### src/rtl/pll_rst_sequencer.sv
// -----------------------------------------------------------------------------
// pll_rst_sequencer
//
// Power-up / recovery sequencer for the board PLL, clocked by the free-running
// reference clock. It pulses the PLL reset and waits for lock, giving up after
// a timeout with bounded retries. Lock must then hold steady for a qualification
// window before the downstream system reset is released. Losing lock while
// running restarts the whole sequence.
//
// Ports:
//   clk           in   reference clock, free-running
//   rst_n         in   asynchronous active-low reset
//   soft_rst_req  in   single-cycle request to restart sequencing
//   pll_lock_in   in   PLL lock indicator, asynchronous to clk
//   pll_rst       out  PLL reset, active-high (RESET or FAIL)
//   sys_rst_n     out  downstream system reset, active-low (low unless RUN)
//   locked        out  qualified lock status (RUN)
//   fail          out  retries exhausted (FAIL)
//   retry_cnt     out  lock timeouts since the last RUN or soft reset
//   state         out  FSM state: RESET=0 WAIT_LOCK=1 STABLE=2 RUN=3 FAIL=4
// -----------------------------------------------------------------------------
module pll_rst_sequencer #(
  parameter int RST_PULSE_CYCLES    = 64,
  parameter int LOCK_TIMEOUT_CYCLES = 500000,
  parameter int LOCK_STABLE_CYCLES  = 1024,
  parameter int MAX_RETRY           = 7,
  parameter int CNT_W               = 20
) (
  input  logic       clk,
  input  logic       rst_n,
  input  logic       soft_rst_req,
  input  logic       pll_lock_in,
  output logic       pll_rst,
  output logic       sys_rst_n,
  output logic       locked,
  output logic       fail,
  output logic [2:0] retry_cnt,
  output logic [2:0] state
);

  typedef enum logic [2:0] {
    ST_RESET     = 3'd0,
    ST_WAIT_LOCK = 3'd1,
    ST_STABLE    = 3'd2,
    ST_RUN       = 3'd3,
    ST_FAIL      = 3'd4
  } state_e;

  // Terminal counts: each phase lasts exactly N cycles, counting from 0.
  localparam logic [CNT_W-1:0] RST_LAST     = CNT_W'(RST_PULSE_CYCLES - 1);
  localparam logic [CNT_W-1:0] TIMEOUT_LAST = CNT_W'(LOCK_TIMEOUT_CYCLES - 1);
  localparam logic [CNT_W-1:0] STABLE_LAST  = CNT_W'(LOCK_STABLE_CYCLES - 1);
  localparam logic [2:0]       RETRY_MAX    = 3'(MAX_RETRY);

  state_e           r_state;
  logic [CNT_W-1:0] r_cnt;
  logic [2:0]       r_retry_cnt;
  logic             r_lock_meta;
  logic             r_lock_s;

  state_e           w_state_nxt;
  logic [2:0]       w_retry_nxt;
  logic             w_cnt_clr;

  // ---------------------------------------------------------------------------
  // Two-flop synchronizer for the asynchronous lock input. Only r_lock_s may
  // feed the FSM; r_lock_meta can be metastable.
  // ---------------------------------------------------------------------------
  // NOTE: clocked state uses non-blocking (<=) so every flop samples the values
  // from before the edge; blocking here would collapse the two stages into one.
  always_ff @(posedge clk or negedge rst_n) begin
    if (!rst_n) begin
      r_lock_meta <= 1'b0;
      r_lock_s    <= 1'b0;
    end else begin
      r_lock_meta <= pll_lock_in;
      r_lock_s    <= r_lock_meta;
    end
  end

  // ---------------------------------------------------------------------------
  // Next-state and retry logic.
  // ---------------------------------------------------------------------------
  // NOTE: every signal written here is given a default before the case, so no
  // path leaves it unassigned and no latch is inferred.
  always_comb begin
    w_state_nxt = r_state;
    w_retry_nxt = r_retry_cnt;

    if (soft_rst_req) begin
      // Outranks every other condition, including a restart while in RESET.
      w_state_nxt = ST_RESET;
      w_retry_nxt = 3'd0;
    end else begin
      unique case (r_state)
        ST_RESET: begin
          if (r_cnt == RST_LAST) w_state_nxt = ST_WAIT_LOCK;
        end
        ST_WAIT_LOCK: begin
          if (r_lock_s) begin
            w_state_nxt = ST_STABLE;
          end else if (r_cnt == TIMEOUT_LAST) begin
            if (r_retry_cnt == RETRY_MAX) begin
              w_state_nxt = ST_FAIL;
            end else begin
              w_state_nxt = ST_RESET;
              w_retry_nxt = r_retry_cnt + 3'd1;
            end
          end
        end
        ST_STABLE: begin
          // A lock drop wins over a coincident end of the stability window.
          if (!r_lock_s) begin
            w_state_nxt = ST_WAIT_LOCK;
          end else if (r_cnt == STABLE_LAST) begin
            w_state_nxt = ST_RUN;
            w_retry_nxt = 3'd0;
          end
        end
        ST_RUN: begin
          if (!r_lock_s) w_state_nxt = ST_RESET;
        end
        ST_FAIL: begin
          w_state_nxt = ST_FAIL;
        end
        default: begin
          // Illegal encodings recover through a full reset pulse.
          w_state_nxt = ST_RESET;
        end
      endcase
    end
  end

  // The counter restarts on any state change and on a soft reset, even when
  // the soft reset leaves the FSM in RESET. In RUN and FAIL it free-runs and
  // may wrap; its value is ignored there.
  assign w_cnt_clr = soft_rst_req || (w_state_nxt != r_state);

  always_ff @(posedge clk or negedge rst_n) begin
    if (!rst_n) begin
      r_state     <= ST_RESET;
      r_cnt       <= '0;
      r_retry_cnt <= 3'd0;
    end else begin
      r_state     <= w_state_nxt;
      r_cnt       <= w_cnt_clr ? '0 : r_cnt + 1'b1;
      r_retry_cnt <= w_retry_nxt;
    end
  end

  // ---------------------------------------------------------------------------
  // Moore outputs, decoded directly from the state register.
  // ---------------------------------------------------------------------------
  assign pll_rst   = (r_state == ST_RESET) || (r_state == ST_FAIL);
  assign sys_rst_n = (r_state == ST_RUN);
  assign locked    = (r_state == ST_RUN);
  assign fail      = (r_state == ST_FAIL);
  assign retry_cnt = r_retry_cnt;
  assign state     = r_state;

endmodule

### config.mk
export PLATFORM = sky130hd
export DESIGN_NAME = pll_rst_sequencer
export DESIGN_NICKNAME = d
export VERILOG_FILES = /design/src/rtl/pll_rst_sequencer.sv
export SDC_FILE = /design/constraint.sdc
export NUM_CORES = 1
export LEC_CHECK = 0
export BUFFER_PORTS_ARGS = -buffer_cell sky130_fd_sc_hd__buf_2
export CAP_MARGIN = 20
export CORE_MARGIN = 2
export CORE_UTILIZATION = 58
export DETAILED_ROUTE_END_ITERATION = 16
export PLACE_DENSITY = 0.85
export SETUP_SLACK_MARGIN = 0.4
export SLEW_MARGIN = 10
export SYNTH_ARGS = -nofsm -noshare
export SYNTH_HDL_FRONTEND = slang
export SYNTH_SLANG_ARGS = --single-unit
### constraint.sdc
create_clock -name clk -period 2.52 [get_ports clk]
set_clock_uncertainty 0.05 [all_clocks]
set_input_delay 0.126 -clock clk [delete_from_list [all_inputs] [get_ports clk]]
set_output_delay 0.126 -clock clk [all_outputs]
set_load 0.02 [all_outputs]
==> out/results.ini, run 1 <==
[worst_setup_path]
reg2reg_from = state[0]
cp-end-kind = register
rr_worst_depth = 6
rr_endpoint = r_cnt[18]
rrSetupSlack_ps = 370
startpoint = state[0]
startpoint_type = register
crit_required_ps = 2720
crit_arrival_ps = 2360
worstPathMaxFanout = 9
critPathKind = register to register

[sta]
worst_slack_ps = 366
rsz0062_at_grt = yes
slew_viol_final = 0
max_freq_mhz = 464
finalSetupTns_ps = 0
period_minus_slack_ps = 2150
slew_headroom_pct = 59.6
hold_viol_final = 0
finalSetupViolations = 0
finalCritPeriodShare_pct = 85.5
worst_pin_slew_ps = 606

[placement]
portBuffers = 13
place.gp.congestion = 0.878
hpwl_um = 2430
preCtsSetupSlack_ps = 367

[job]
cap_violations = 0

[global_route]
grt_overflow = 0
antenna_found_initial = 0
grt_pass1_wl_um = 5580
groute.usage.overall_pct = 22.2
grt_pass1_vias = 1225
grt_max_degree = 29

[floorplan]
rows = 19
die-area_sq_um = 3230
die_w_um = 56.9
die_h_um = 56.9
start_util_pct = 59.8
num_io_pins = 14
coreArea_sq_um = 2710

[drt]
dr.pass1.iters = 4
viasPerCell = 6.29
drc = 0
wl_um = 3740
wl_per_cell_um = 18.2
vias = 1289
ant_nets = 0
drt_iter0_markers = 32

[logic_synthesis]
synth.distinct_cells = 45
ys_seq_area_share_pct = 43.2
synthAdderAreaFrac_pct = 2.32
syn_area_sq_um = 1620
synthMuxAreaShare_pct = 2.16
synthCells = 153
syn_area_per_cell_sq_um = 10.6
synth_xor_area_share_pct = 9.73
synth-async-reset-ratio_pct = 100
synth-warning-count = 0
synthSimpleGateAreaFrac_pct = 22.8
syn_nets = 160
synth_edf_count = 0
synth_top_family_by_area = simple AND/OR/NAND/NOR gates
synth_ff_type = dfrtp_1
synth_compound_area_share_pct = 15.3
synth_seq_cells = 28

[worst_hold_path]
holdPathEnd = state[1]
min_path_cells = 2
holdCritStartpoint = soft_rst_req
hold_path_class = input port to register

[cts]
cts_root_buffer = clkbuf_4
clock_path_buffers = 2
cts.clk_slew.worst_paths_ps = 140
cts_max_level = 1
cts.sinks = 28
cts_tree = built
clk_latency_ps = 320
numCtsBuffers = 3

[layout]
finalNetCount = 183
fin_util_pct = 68.6
drive_gt1_share_pct = 32.8
nFillCells = 200
syn_to_final_growth_pct = 14.7
diodes = 0

[pwr]
max-vdd-ir-drop_v = 0.000419
leakagePower_nw = 0.803
power_density_nw_per_um2 = 403

[status]
status = completed

## cell families (layout without fill, tap and decap cells)
kind of cell             Yosys count  count (layout)
flip-flops                        28              28
multiplexers                       3               3
AO/OA/AOI/OAI                     29              29
adder cells (fa/ha/maj)            3               3
buffers and inverters             11              32
AND/OR/NAND/NOR                   61              61
XOR/XNOR                          18              18
## placed cells by master, fill, tap and decap left out, types with 4 or more instances in the layout
| cell type | netlist | routed |
|---|---|---|
| inv_1 | 4 | 4 |
| a21oi_1 | 6 | 6 |
| buf_4 | 4 | 5 |
| buf_2 | 0 | 13 |
| nand3_1 | 8 | 7 |
| nand4_1 | 4 | 4 |
| a21oi_2 | 10 | 10 |
| xnor2_1 | 6 | 6 |
| nor2_1 | 11 | 10 |
| dfrtp_1 | 28 | 25 |
| nand2_1 | 12 | 12 |
| xor2_1 | 12 | 12 |
## layout make-up
cell class	instances	area, sq um	share of cell area, %
Multi-Input combinational cell	114	881	47.4
Sequential cell	28	704	37.9
Timing Repair Buffer	24	194	10.4
Tap cell	31	38.8	2.09
Clock buffer	3	22.5	1.21
Inverter	5	18.8	1.01
## per-stage QoR
stage          cell area (sq um)  power (mW)  cells  hold slack [ps]
6_report                    1860       0.749    205             21.0
5_1_grt                     1860       0.776    205             21.4
4_1_cts                     1740       0.747    198             10.3
3_5_place_dp                1690       0.570    193              120
3_3_place_gp                1690       0.560    193              111
2_1_floorplan               1620       0.535    153             -220
## worst max-delay path by stage
stage	slack, ps	cells after the start	end
5_1_grt	280	6	r_cnt[18]
4_1_cts	350	5	retry_cnt[0]
6_report	370	6	r_cnt[18]
2_1_floorplan	460	5	retry_cnt[0]
3_3_place_gp	410	5	retry_cnt[0]
3_5_place_dp	370	6	r_cnt[18]
## state kept, by name, indices dropped and copies added (netlist names)
signal       flops
r_cnt           20
r_lock_meta      1
r_lock_s         1
retry_cnt        3
state            3
## power breakdown
group	leakage [nW]	switching (mW)	internal [mW]	total, mW
registers	0.377	0.0128	0.464	0.476
clock network	0.0138	0.123	0.0561	0.179
logic	0.412	0.0569	0.0369	0.0939
total	0.803	0.193	0.557	0.749
## routing by layer
metal	share of wire [%]	routed length [um]	global-route usage [%]	up-vias
met5	0	0	0	-
met4	3.1	116	10.3	0
met3	3.4	127	3.46	10
met2	51	1920	36.0	40
met1	42	1570	29.2	647
li1	-	-	-	592
## what timing repair did
| action | in CTS | in global routing |
|---|---|---|
| endpoints found under the setup margin | 8 | 20 |
| resized for setup | 2 | 16 |
| hold buffers | 2 | 0 |
| buffers inserted | 0 | 5 |
| cloned | 0 | 2 |
| endpoints found under the hold margin | 29 | 0 |
| pin swaps | 0 | 10 |
## critical path, stage by stage, from the launching register on
cell	delay, ps
dfrtp_1	490
or2_2	370
nor4_1	450
a32o_2	300
o21ai_4	90
buf_12	170
a22oi_1	170
## cell usage after synthesis (all sizes together) (2+ instances only)
library cell	instances	area share (%)
and3	2	0.85
inv	5	1.2
nand4	4	1.5
and4	4	2.2
nor4b	2	1.5
and2	3	1.2
buf	5	3.1
a21boi	2	0.93
nand2	12	2.8
o21ai	4	1.9
a21oi	16	7.3
or4	2	1.2
dfrtp	28	43
xor2	12	6.5
ha	3	2.3
nor3	3	0.93
nand3	8	2.5
nor4	3	2.1
or3	2	0.77
mux2i	2	1.2
nor2	11	2.5
xnor2	6	3.2
Power figures use the tool's default switching activity.
==> run 2, diff against run 1 <==
--- a/config.mk
+++ b/config.mk
@@ -7,6 +7,7 @@
 export LEC_CHECK = 0
 export BUFFER_PORTS_ARGS = -buffer_cell sky130_fd_sc_hd__buf_2
 export CAP_MARGIN = 20
+export CORE_ASPECT_RATIO = 2
 export CORE_MARGIN = 2
 export CORE_UTILIZATION = 58
 export DETAILED_ROUTE_END_ITERATION = 16
==> out/results.ini, run 2 (synthesis gave the netlist of run 1 again) <==
[status]
status = completed

[worst_setup_path]
crit_required_ps = 2630  ; -90 ps
reg2reg_from = r_cnt[12]
rrSetupSlack_ps = 360  ; about the same
startpoint_type = register
rr_worst_depth = 5  ; -1
crit_cells = 5  ; -1
worstPathMaxFanout = 5  ; -4
worst-path-buf-inv = 0  ; -1
endpoint = retry_cnt[0]
slowest_delay_ps = 550  ; +60 ps
crit_arrival_ps = 2280  ; -80 ps
startpoint = r_cnt[12]
worstPathCellList = or4_4, nor4_4, nand3_2, o221ai_4, mux2_4
critPathKind = register to register
cpLargestDelayFamily = simple AND/OR/NAND/NOR gates
rr_endpoint = retry_cnt[0]
cp-end-kind = register
cp_slowest_cell = or4_4

[layout]
final_cells = 205  ; unchanged
diodes = 0  ; unchanged
layout_commonest_cell = dfrtp_1
layout_common_cells = dfrtp_1 (28), buf_2 (13), nand2_1 (12), xor2_1 (12)
largest_reg_flops = 20  ; unchanged
finalNetCount = 184  ; +0.55%
syn_to_final_growth_pct = 15.0
regMostFlops = r_cnt
nFillCells = 188  ; -6.0%
drive_gt1_share_pct = 33.0  ; +0.20 points

[global_route]
groute.usage.overall_pct = 25.2  ; +2.9 points
grt_pass1_wl_um = 5630  ; +0.99%
grt_pass1_vias = 1338  ; +9.2%
antenna_found_initial = 0  ; unchanged
grt_max_degree = 29  ; unchanged
grt_overflow = 0  ; unchanged

[cts]
cts_root_buffer = clkbuf_8
cts.sinks = 28  ; unchanged
clock_path_buffers = 2  ; unchanged
cts_tree = built
clk_latency_ps = 280  ; -40 ps
cts_max_level = 1  ; unchanged
numCtsBuffers = 3  ; unchanged
cts.clk_slew.worst_paths_ps = 90  ; -50 ps

[worst_hold_path]
min_path_cells = 2  ; unchanged
hold_path_class = input port to register

[sta]
period_minus_slack_ps = 2160  ; +9.34 ps
slew_viol_final = 0  ; unchanged
worst_pin_slew_ps = 630  ; +23.5 ps
hold_viol_final = 0  ; unchanged
max_freq_mhz = 462  ; -0.43%
slew_headroom_pct = 58.0  ; -1.6 points
finalSetupTns_ps = 0  ; unchanged
fin_hold_ws_ps = 97.5  ; +76.5 ps
finalCritPeriodShare_pct = 85.9  ; +0.37 points
rsz0062_at_grt = yes
finalSetupViolations = 0  ; unchanged

[drt]
wl_um = 3760  ; +0.67%
drc = 0  ; unchanged
wl_per_cell_um = 18.4  ; +0.67%
drt_iter0_markers = 26  ; -19%
vias = 1308  ; +1.5%
dr.pass1.iters = 4  ; unchanged
ant_nets = 0  ; unchanged
viasPerCell = 6.38  ; +1.5%

[placement]
portBuffers = 13  ; unchanged
place.gp.congestion = 0.765  ; -13%
place_inst = 191  ; -1.0%
hpwl_um = 2620  ; +7.6%

[pwr]
leakagePower_nw = 0.809  ; +0.85%
power_mw = 0.843  ; +12%
power_density_nw_per_um2 = 452  ; +12%
max-vdd-ir-drop_v = 0.000274  ; -35%

[floorplan]
coreArea_sq_um = 2700  ; -0.28%
start_util_pct = 60.0  ; +0.17 points
die_h_um = 78.7  ; +39%
die-area_sq_um = 3260  ; +0.79%
rows = 27  ; +8
num_io_pins = 14  ; unchanged
die_w_um = 41.4  ; -27%

[job]
cap_violations = 0  ; unchanged

## run 2: what timing repair did
action / in CTS / in global routing
setup endpoints to repair: 19 / 19
endpoints found under the hold margin: 29 / 0
buffers inserted: 5 / 2
cloned: 0 / 1
hold buffers: 2 / 0
gates resized for setup: 5 / 8
## run 2: worst register-to-register path, stage by stage, from the launching register on
cell      delay, ps
dfrtp_1         390
or4_4           560
nor4_4          330
nand3_2         150
o221ai_4        250
mux2_4          330
## run 2: per-layer routing
| layer | share of wire (%) | vias to the layer above | GRT usage (%) |
|---|---|---|---|
| li1 | - | 597 | - |
| met1 | 34 | 664 | 22.4 |
| met2 | 60 | 32 | 48.6 |
| met3 | 2.3 | 15 | 3.07 |
| met4 | 3.3 | 0 | 10.6 |
| met5 | 0 | - | 0 |
## run 2: final cells by class
cell class / instances / area, sq um / area share (%)
flip-flops and latches: 28 / 701 / 37.6
clock buffers: 4 / 55.1 / 2.95
multi-input cells: 114 / 881 / 47.3
well taps: 29 / 36.3 / 1.95
inverters: 5 / 18.8 / 1.01
repair buffers: 25 / 171 / 9.20
## run 2: worst min-delay path by stage
stage	from	endpoint	slack [ps]
finish	soft_rst_req	state[2]	100
global placement	rst_n	state[1]	100
global route	soft_rst_req	state[2]	80
CTS	soft_rst_req	state[2]	90
floorplan	rst_n	r_cnt[0]	-220
detailed placement	rst_n	r_lock_s	120
## run 2: where the power goes
group	switching [mW]	internal, mW
Combinational	0.0551	0.0347
Clock	0.136	0.140
Sequential	0.0137	0.463
Total	0.205	0.638
## run 2: through the flow
step / area (sq um) / setup slack, ps / util [%]
2_1_floorplan: 1620 / 464 / -
3_3_place_gp: 1680 / 378 / 62.3
3_5_place_dp: 1680 / 283 / 62.3
4_1_cts: 1810 / 389 / 67.1
5_1_grt: 1860 / 315 / 68.9
6_report: 1860 / 356 / 68.9
